===== src/rtl/decode_issue_sched.sv =====
// decode_issue_sched: scoreboard-gated issue from decode into execute, with an in-flight cap.
// Optional ISSUE_WB_BYPASS_EN lets a reader issue in the same cycle its last pending writer retires.
package decode_issue_sched_pkg;
    typedef enum logic [3:0] {
        RALUOp, RWOp, IALUOp, ILOADOp, IjalrOp, IWOp,
        BOp, SOp, UluiOp, UauipcOp, JjalOp
    } decode_op_t;
endpackage

module decode_issue_sched
    import decode_issue_sched_pkg::*;
#(
    parameter int MAX_INFLIGHT = 3,
    parameter int CNT_W        = $clog2(MAX_INFLIGHT + 1)
) (
    input  logic             clk,
    input  logic             reset,
    input  logic             in_valid,
    output logic             in_ready,
    input  decode_op_t       op,
    input  logic [4:0]       rs1,
    input  logic [4:0]       rs2,
    input  logic [4:0]       rd,
    output logic             out_valid,
    input  logic             out_ready,
    input  logic             wb_valid,
    input  logic [4:0]       wb_rd,
    input  logic             wb_we,
    input  logic             flush,
    output logic [CNT_W-1:0] inflight,
    output logic [31:0]      stall_cycles,
    output logic             err
);
    localparam logic [CNT_W-1:0] MAX_CNT = CNT_W'(MAX_INFLIGHT);
    localparam logic [CNT_W-1:0] ONE     = CNT_W'(1);

    logic [CNT_W-1:0] cnt [32];
    logic             live;
    logic             use_rs1, use_rs2, writes_rd;
    logic             wb_dec, inc;
    logic             byp1, byp2, haz1, haz2, full, issue;

    always_comb begin
        use_rs1   = 1'b1;
        use_rs2   = 1'b1;
        writes_rd = 1'b1;
        case (op)
            IALUOp, ILOADOp, IjalrOp, IWOp: use_rs2 = 1'b0;
            BOp, SOp:                       writes_rd = 1'b0;
            UluiOp, UauipcOp, JjalOp: begin
                use_rs1 = 1'b0;
                use_rs2 = 1'b0;
            end
            default: ;
        endcase
    end

    assign wb_dec = wb_valid & wb_we & (wb_rd != 5'd0);

`ifdef ISSUE_WB_BYPASS_EN
    // The last pending write to the source retires now; execute forwards it from writeback.
    assign byp1 = wb_dec & (wb_rd == rs1) & (cnt[rs1] == ONE);
    assign byp2 = wb_dec & (wb_rd == rs2) & (cnt[rs2] == ONE);
`else
    assign byp1 = 1'b0;
    assign byp2 = 1'b0;
`endif

    assign haz1  = use_rs1 & (rs1 != 5'd0) & (cnt[rs1] != '0) & ~byp1;
    assign haz2  = use_rs2 & (rs2 != 5'd0) & (cnt[rs2] != '0) & ~byp2;
    assign full  = (inflight == MAX_CNT) & ~wb_valid;
    assign issue = live & in_valid & ~flush & ~haz1 & ~haz2 & ~full & out_ready;
    assign inc   = issue & writes_rd & (rd != 5'd0);

    assign in_ready  = issue;
    assign out_valid = issue;

    always_ff @(posedge clk or negedge reset) begin
        if (!reset) begin
            for (int i = 0; i < 32; i++) cnt[i] <= '0;
            inflight     <= '0;
            stall_cycles <= '0;
            err          <= 1'b0;
            live         <= 1'b0;
        end else begin
            live <= 1'b1;
            if (live && in_valid && !issue)
                stall_cycles <= stall_cycles + 32'd1;

            if (issue && !wb_valid)
                inflight <= inflight + ONE;
            else if (wb_valid && !issue && inflight != '0)
                inflight <= inflight - ONE;
            if (wb_valid && inflight == '0)
                err <= 1'b1;

            // Same-register issue and retire cancel out.
            for (int i = 1; i < 32; i++) begin
                if (inc && rd == 5'(i) && !(wb_dec && wb_rd == 5'(i))) begin
                    cnt[i] <= cnt[i] + ONE;
                end else if (wb_dec && wb_rd == 5'(i) && !(inc && rd == 5'(i))) begin
                    if (cnt[i] == '0)
                        err <= 1'b1;
                    else
                        cnt[i] <= cnt[i] - ONE;
                end
            end
        end
    end
endmodule


===== config.mk =====
export PLATFORM = sky130hd
export DESIGN_NAME = decode_issue_sched
export DESIGN_NICKNAME = d
export VERILOG_FILES = /design/src/rtl/decode_issue_sched.sv
export SDC_FILE = /design/constraint.sdc
export NUM_CORES = 1
export LEC_CHECK = 0
export CORE_ASPECT_RATIO = 0.6
export CORE_MARGIN = 2
export CORE_UTILIZATION = 59
export DETAILED_ROUTE_END_ITERATION = 8
export HOLD_SLACK_MARGIN = 0.03
export PLACE_DENSITY_LB_ADDON = 0.2
export SETUP_SLACK_MARGIN = 0.2
export SLEW_MARGIN = 15
export SYNTH_ARGS = -nofsm -noshare
export SYNTH_HDL_FRONTEND = slang
export SYNTH_SLANG_ARGS = --single-unit

===== constraint.sdc =====
create_clock -name clk -period 5.1 [get_ports clk]
set_clock_uncertainty 0.1 [all_clocks]
set_input_delay 1.02 -clock clk [delete_from_list [all_inputs] [get_ports clk]]
set_output_delay 1.02 -clock clk [all_outputs]
set_load 0.05 [all_outputs]

==> results of run 1 <==
## worst min-delay path by stage
stage                           startpoint                to  cells past startpoint
after detailed placement   stall_cycles[6]   stall_cycles[6]                      1
final                      stall_cycles[6]   stall_cycles[6]                      1
after floorplan                    cnt[10]           cnt[10]                      2
after global placement    stall_cycles[31]  stall_cycles[31]                      1
after global routing       stall_cycles[6]   stall_cycles[6]                      1
after CTS                  stall_cycles[6]   stall_cycles[6]                      1
## layout by cell type (no fill, tap or decap), types with 9 or more instances in the layout
master                            count
sky130_fd_sc_hd__nand2_1            143
sky130_fd_sc_hd__o21ai_0            100
sky130_fd_sc_hd__dfrtp_1             98
sky130_fd_sc_hd__nor2_1              72
sky130_fd_sc_hd__ha_1                63
sky130_fd_sc_hd__clkdlybuf4s50_1     63
sky130_fd_sc_hd__nor2b_1             61
sky130_fd_sc_hd__inv_1               48
sky130_fd_sc_hd__buf_4               42
sky130_fd_sc_hd__nor3b_1             31
sky130_fd_sc_hd__xnor2_1             31
sky130_fd_sc_hd__nor3_1              28
sky130_fd_sc_hd__nor4b_1             23
sky130_fd_sc_hd__and4_1              21
sky130_fd_sc_hd__a21oi_1             18
sky130_fd_sc_hd__nand4_1             17
sky130_fd_sc_hd__and2_1              15
sky130_fd_sc_hd__o2111ai_1           15
sky130_fd_sc_hd__and3_1               9
sky130_fd_sc_hd__clkbuf_16            9
## final cells by class
cell class	count	area share (%)
Clock buffer	9	2.47
Clock inverter	7	1.11
Inverter	49	2.02
Multi-Input combinational cell	750	53.9
Sequential cell	98	26.9
Tap cell	170	2.33
Timing Repair Buffer	110	11.3
## worst register-to-register path: cells and delay by family, from the launching register on
| kind | cells | cell delay (ns) |
|---|---|---|
| fa+ha+maj | 1 | 0.21 |
| compound gates | 1 | 0.12 |
| mux | 1 | 0.29 |
| flops | 1 | 0.43 |
| simple gates | 11 | 2.92 |
## where the power goes
group	internal [mW]	switching, mW	leakage (nW)
registers	0.805	0.0359	1.34
logic	0.134	0.232	2.81
clock network	0.436	0.322	0.158
total	1.37	0.591	4.31
## flip-flops by register name (all words and copies together), names as in the netlist
register      flops
err               1
live              1
cnt              62
inflight          2
stall_cycles     32
## per-stage QoR
| stage | hold WS, ns | utilization, % | setup TNS, ns | cell area [sq um] |
|---|---|---|---|---|
| 5_1_grt | 0.410 | 71.4 | 0 | 9120 |
| 3_3_place_gp | 0.361 | 68.6 | 0 | 8760 |
| 4_1_cts | 0.389 | 71.1 | 0 | 9080 |
| 6_report | 0.385 | 71.4 | 0 | 9120 |
| 3_5_place_dp | 0.380 | 68.6 | -0.0173 | 8760 |
| 2_1_floorplan | 0.389 | - | 0 | 7700 |
## routing by layer
metal  wire length (microns)  GRT usage (%)
met1                   10400           50.1
met2                    8740           42.6
met3                    1970           7.49
met4                     449           7.32
met5                       0              0
## cell families (layout without fill, tap and decap cells)
group	after synthesis	count (layout)	synth area share, %
XOR/XNOR	31	31	3.53
buffers and inverters	85	175	4.71
AND/OR/NAND/NOR	472	472	33.5
multiplexers	9	9	2.37
other	1	1	0.0487
flip-flops	98	98	31.8
AO/OA/AOI/OAI	174	174	13.7
adder cells (fa/ha/maj)	63	63	10.2
## synth_stat cells (6+ instances only)
library cell	n
sky130_fd_sc_hd__nand2_1	143
sky130_fd_sc_hd__o21ai_0	100
sky130_fd_sc_hd__dfrtp_1	98
sky130_fd_sc_hd__nor2_1	72
sky130_fd_sc_hd__ha_1	63
sky130_fd_sc_hd__nor2b_1	61
sky130_fd_sc_hd__inv_1	48
sky130_fd_sc_hd__nor3b_1	31
sky130_fd_sc_hd__xnor2_1	31
sky130_fd_sc_hd__nor3_1	28
sky130_fd_sc_hd__nor4b_1	24
sky130_fd_sc_hd__and4_1	21
sky130_fd_sc_hd__a21oi_1	18
sky130_fd_sc_hd__clkbuf_1	18
sky130_fd_sc_hd__nand4_1	17
sky130_fd_sc_hd__and2_1	15
sky130_fd_sc_hd__o2111ai_1	15
sky130_fd_sc_hd__buf_2	10
sky130_fd_sc_hd__and3_1	9
sky130_fd_sc_hd__nand4b_1	8
sky130_fd_sc_hd__o211ai_1	8
sky130_fd_sc_hd__a211oi_1	7
sky130_fd_sc_hd__nand3b_1	7
sky130_fd_sc_hd__nor4_1	7
sky130_fd_sc_hd__or4_1	7
sky130_fd_sc_hd__mux4_2	6
sky130_fd_sc_hd__nand2b_1	6
==> flow_summary.json, run 1 <==
{
  "routed_wl_microns": 21500,
  "width_of_the_die_microns": 151,
  "rr_endpoint": "err",
  "yosys_most_used_dff": "sky130_fd_sc_hd__dfrtp_1",
  "design.portCount": 68,
  "clock_tree_from_tritoncts": "built",
  "highest_attainable_clock_frequency_mhz": 206,
  "post-route-drc-count": 0,
  "worst_ep_arrival_time_ns": 3.74,
  "final_layout_size_suffix_gt1_share_pct": 8.02,
  "cell_family_with_most_cp_delay": "buffers and inverters",
  "critPathLaunch": "rs1[2]",
  "multi_input_comb_area_sq_um": 4910,
  "regToRegStartpoint": "cnt[20]",
  "timing_worst_slew_pin_value_ns": 1.00,
  "drt_pass1_iterations": 5,
  "critPathMaxFanout": 8,
  "clkLatencyLatePin_ns": 0.35,
  "outcome": "finished, final reports clean",
  "die_y_microns": 92.5,
  "setup.worst_path.class": "in -> out",
  "num_antenna_cells": 0,
  "hold_path.class": "reg -> reg",
  "layout_min_cycle_time_ns": 4.86,
  "setup_viol_count_final": 0,
  "cts.reportedPaths.clkPinSlew_ns": 0.07,
  "worst_setup_path_endpoint": "in_ready",
  "ctsRootBufferMaster": "sky130_fd_sc_hd__clkbuf_16",
  "crit_buf_inv": 6,
  "cts_repair_resize_count": 0,
  "global_route_wire_length_before_repair_microns": 34200,
  "irDropWorstVdd_v": 0.000255,
  "design_power_total_mw": 1.97,
  "cp.depth": 11,
  "required_worst_endpoint_ns": 3.98,
  "post_layout_nonfiller_instances": 1193,
  "slowest_delay_ns": 0.52,
  "ctsLongestPathBuffers": 2,
  "layout_worst_path_cycle_share_pct": 95.4,
  "netlist_area_sq_um": 7700,
  "preCtsSetupSlack_ns": -0.0173,
  "synth_largest_area_cell": "sky130_fd_sc_hd__dfrtp_1",
  "cts_buffers": 9,
  "rsz_0062_raised_after_global_routing": "yes",
  "number_of_enable_type_register_cells_in_the_synthesized_netlist": 0,
  "grt_util_all_layers_pct": 31.5,
  "postRouteAntennaNets": 0,
  "netlist-cell-type-count": 59,
  "r2r_slack_ns": 0.91,
  "post_cts_setup_bufs": 0,
  "gpl.final_weighted_congestion": 0.953,
  "timing.final.max_slew_violations": 0,
  "final_net_count": 1112,
  "h-tree-depth": 3,
  "syn-mean-instance-area_sq_um": 8.25,
  "dp.final_hpwl_microns": 15800,
  "seqCellArea_sq_um": 2450,
  "synth_area_leaders": "sky130_fd_sc_hd__dfrtp_1, sky130_fd_sc_hd__ha_1, sky130_fd_sc_hd__nand2_1, sky130_fd_sc_hd__o21ai_0, sky130_fd_sc_hd__nor2b_1",
  "initialDrtViolationCount": 775,
  "die_area_sq_um": 14000,
  "place.port_buffers": 67,
  "critical-path-top-cell-by-count": "sky130_fd_sc_hd__buf_4",
  "grt_overflow_total": 0,
  "power_per_cell_area_nw_per_um2": 215,
  "maxSlewHeadroom_pct": 33.1,
  "cp-end-kind": "output pin",
  "synth_top_area_share_pct": 31.8,
  "cap_violations": 0,
  "floorplan.core_area_sq_um": 12800,
  "avgViaCountPerCell": 6.15,
  "leak_pwr_nw": 4.31,
  "antenna_found_initial": 0,
  "fraction_of_registers_with_async_set_or_reset_after_synthesis_pct": 100,
  "finalHoldViolations": 0,
  "fillers": 1022,
  "wire_per_inst_microns": 18.0,
  "numClockSinks": 98,
  "area_growth_pct": 18.4,
  "critical-path-slowest-cell": "sky130_fd_sc_hd__clkdlybuf4s50_1",
  "grt_max_degree": 80,
  "syn_nets": 1027,
  "seq_area_frac_synth_pct": 31.8,
  "reg2regPathDepth": 14,
  "synth-seq-cells": 98,
  "critPathLaunchType": "input pin",
  "floorplan.initialDensity_pct": 60.3,
  "final.setup.worst_slack_ns": 0.237,
  "dp.cells": 1177,
  "postSynthCellCount": 933,
  "yosys_warnings": 2,
  "crit_chain": "clkdlybuf4s50_1 > buf_4 > mux4_2 > mux2i_1 > nand2_1 > a311oi_4 > or2_4 > inv_2 > buf_4 > buf_4 > buf_4",
  "via_count_of_the_first_global_routing_pass": 6352,
  "num_vias": 7337,
  "holdBufCountCts": 0,
  "core.rowCount": 32
}
(Power assumes the default switching activity.)
==> run 2, diff against run 1 <==
--- a/config.mk
+++ b/config.mk
@@ -5,9 +5,11 @@
 export SDC_FILE = /design/constraint.sdc
 export NUM_CORES = 1
 export LEC_CHECK = 0
+export CELL_PAD_IN_SITES_DETAIL_PLACEMENT = 1
+export CELL_PAD_IN_SITES_GLOBAL_PLACEMENT = 1
 export CORE_ASPECT_RATIO = 0.6
 export CORE_MARGIN = 2
-export CORE_UTILIZATION = 59
+export CORE_UTILIZATION = 45
 export DETAILED_ROUTE_END_ITERATION = 8
 export HOLD_SLACK_MARGIN = 0.03
 export PLACE_DENSITY_LB_ADDON = 0.2
==> run 2 against run 1 <==
Final area grew 3.1%. Sequential power about the same. Count of clock-buffer cells in the layout grew 2. Critical path depth increased by 5. Critical path type is now in -> reg. Utilization decreased by 14 points. Sequential share of layout area is 0.80 points lower. First-iteration DRC count down 32%.
==> flow_summary.json, run 2 (synthesized netlist as in run 1, its figures left out) <==
{
  "r2r_slack_ns": 0.68,
  "hold_path.class": "reg -> reg",
  "highest_attainable_clock_frequency_mhz": 205,
  "placedInstanceArea_sq_um": 8910,
  "worst_hold_startpoint": "stall_cycles[31]",
  "share_clk_of_total_power_pct": 40.0,
  "via_count_of_the_first_global_routing_pass": 7325,
  "layout_common_cells": "sky130_fd_sc_hd__nand2_1, sky130_fd_sc_hd__o21ai_0, sky130_fd_sc_hd__dfrtp_1",
  "postRouteAntennaNets": 0,
  "rr_endpoint": "err",
  "power_per_cell_area_nw_per_um2": 218,
  "swShare_pct": 29.7,
  "setup_viol_count_final": 0,
  "antenna_found_initial": 0,
  "setup.worst_path.class": "in -> reg",
  "drt_pass1_iterations": 5,
  "largest_register_ff_count": 62,
  "critical-path-top-cell-by-count": "sky130_fd_sc_hd__nand4_1",
  "final_common_cell": "sky130_fd_sc_hd__nand2_1",
  "timing_worst_slew_pin_value_ns": 0.862,
  "irDropWorstVdd_v": 0.000164,
  "layout_min_cycle_time_ns": 4.89,
  "worst_ep_arrival_time_ns": 5.03,
  "initialDrtViolationCount": 528,
  "hold_path_depth": 1,
  "routed_wl_microns": 25500,
  "required_worst_endpoint_ns": 5.24,
  "ctsLongestPathBuffers": 2,
  "place.port_buffers": 67,
  "grt_overflow_total": 0,
  "post-route-cell-area_sq_um": 9400,
  "seq_power_share_pct": 41.1,
  "num_vias": 7461,
  "top_regs": "cnt: 62 flops, stall_cycles: 32 flops, inflight: 2 flops",
  "core.rowCount": 36,
  "final_net_count": 1127,
  "gpl.final_weighted_congestion": 0.925,
  "numClockSinks": 98,
  "seqCellArea_sq_um": 2450,
  "die_area_sq_um": 18200,
  "finalSetupTns_ns": 0,
  "dp.final_hpwl_microns": 19200,
  "regMostFlops": "cnt",
  "min_to": "stall_cycles[31]",
  "outcome": "finished, final reports clean",
  "grt_max_degree": 45,
  "ctsRootBufferMaster": "sky130_fd_sc_hd__clkbuf_16",
  "crit_chain": "clkdlybuf4s50_1 > buf_12 > nor3_2 > a21oi_1 > mux4_2 > a32oi_2 > a311oi_4 > or2_4 > or3_1 > ha_1 > nor4b_1 > or4_1 > nor4_4 > nand4_1 > nor2_1 > nand4_1",
  "floorplan.initialDensity_pct": 46.7,
  "reg2regPathDepth": 14,
  "slowest_delay_ns": 0.58,
  "width_of_the_die_microns": 173,
  "rsz_0062_raised_after_global_routing": "yes",
  "power.share.combinational_pct": 18.9,
  "final_layout_size_suffix_gt1_share_pct": 10.1,
  "design_power_total_mw": 2.05,
  "area_growth_pct": 22.1,
  "final.setup.worst_slack_ns": 0.214,
  "clkLatencyLatePin_ns": 0.37,
  "finalHoldViolations": 0,
  "cp-end-kind": "flop",
  "leak_pwr_nw": 4.45,
  "cap_violations": 0,
  "maxSlewHeadroom_pct": 42.4,
  "layout_worst_path_cycle_share_pct": 95.8,
  "design.portCount": 68,
  "timing.final.max_slew_violations": 0,
  "design_internal_power_mw": 1.44,
  "cts.reportedPaths.clkPinSlew_ns": 0.08,
  "fillers": 1989,
  "die_y_microns": 105,
  "critPathLaunch": "rs1[0]",
  "critical-path-slowest-cell": "sky130_fd_sc_hd__or4_1",
  "net-switching-power_mw": 0.609,
  "avgViaCountPerCell": 5.89,
  "grt_util_all_layers_pct": 28.4,
  "critPathMaxFanout": 14,
  "h-tree-depth": 3,
  "critPathLaunchType": "input pin",
  "global_route_wire_length_before_repair_microns": 41300,
  "cts_buffers": 9,
  "floorplan.core_area_sq_um": 16500,
  "multi_input_comb_area_sq_um": 4980,
  "clock_tree_from_tritoncts": "built",
  "wire_per_inst_microns": 20.1,
  "regToRegStartpoint": "cnt[8]",
  "post-route-drc-count": 0,
  "preCtsSetupSlack_ns": -0.349
}
-- run 2: changes by cell type in the layout (fill, tap and decap cells not counted), moves of 2 or more --
cell                              change
sky130_fd_sc_hd__clkdlybuf4s50_1      -4
sky130_fd_sc_hd__buf_4               +14
sky130_fd_sc_hd__nor4_4               +2
sky130_fd_sc_hd__nor3_2               +6
sky130_fd_sc_hd__nor3_1               -6
sky130_fd_sc_hd__dlymetal6s2s_1       +4
sky130_fd_sc_hd__nor4_2               -2
-- run 2: worst max-delay path: cells and delay by family --
| family | cells | cell delay (ns) |
|---|---|---|
| buf+inv | 2 | 0.61 |
| mux | 1 | 0.49 |
| compound gates | 3 | 0.37 |
| fa+ha+maj | 1 | 0.20 |
| simple gates | 9 | 2.33 |
-- run 2: worst max-delay path by stage --
stage / endpoint / slack (ns)
finish: err / 0.21
global route: err / 0.12
CTS: out_valid / 0.23
detailed placement: err / -0.35
global placement: err / -0.17
floorplan: err / 0.53
-- run 2: cell type report --
cell class              count  share of cell area (%)
diodes                      1                  0.0266
clock buffers              11                    2.58
clock inverters             4                    1.05
inverters                  49                    1.98
multi-input cells         750                    53.0
flip-flops and latches     98                    26.1
well taps                 228                    3.04
repair buffers            125                    12.2
-- run 2: timing repair --
| item | in CTS | in global routing |
|---|---|---|
| hold buffers | 0 | 0 |
| pin swaps | 4 | 12 |
| buffers inserted | 2 | 1 |
| resized for setup | 8 | 21 |
| endpoints found under the setup margin | 2 | 3 |
-- run 2: power by group through the flow --
stage	combinational (mW)	clock, mW	sequential (mW)
finish	0.387	0.820	0.841
global route	0.408	0.856	0.846
CTS	0.378	0.831	0.841
detailed placement	0.371	0	0.856
global placement	0.364	0	0.854
floorplan	0.135	0	0.923
-- run 2: metrics by stage --
step / hold WS, ns / utilization [%] / instances
4_1_cts: 0.378 / 56.4 / 1264
2_1_floorplan: 0.389 / - / 933
6_report: 0.370 / 57.0 / 1266
5_1_grt: 0.410 / 57.0 / 1265
3_5_place_dp: 0.369 / 54.0 / 1247
3_3_place_gp: 0.361 / 54.0 / 1247
-- run 2: metal layers --
metal | part of all wire (%) | track usage [%] | up-vias
met1 | 50 | 43.6 | 3716
met2 | 42 | 40.9 | 190
met4 | 1.5 | 5.99 | 0
li1 | - | - | 3520
met3 | 6.9 | 5.81 | 35
met5 | 0 | 0 | -
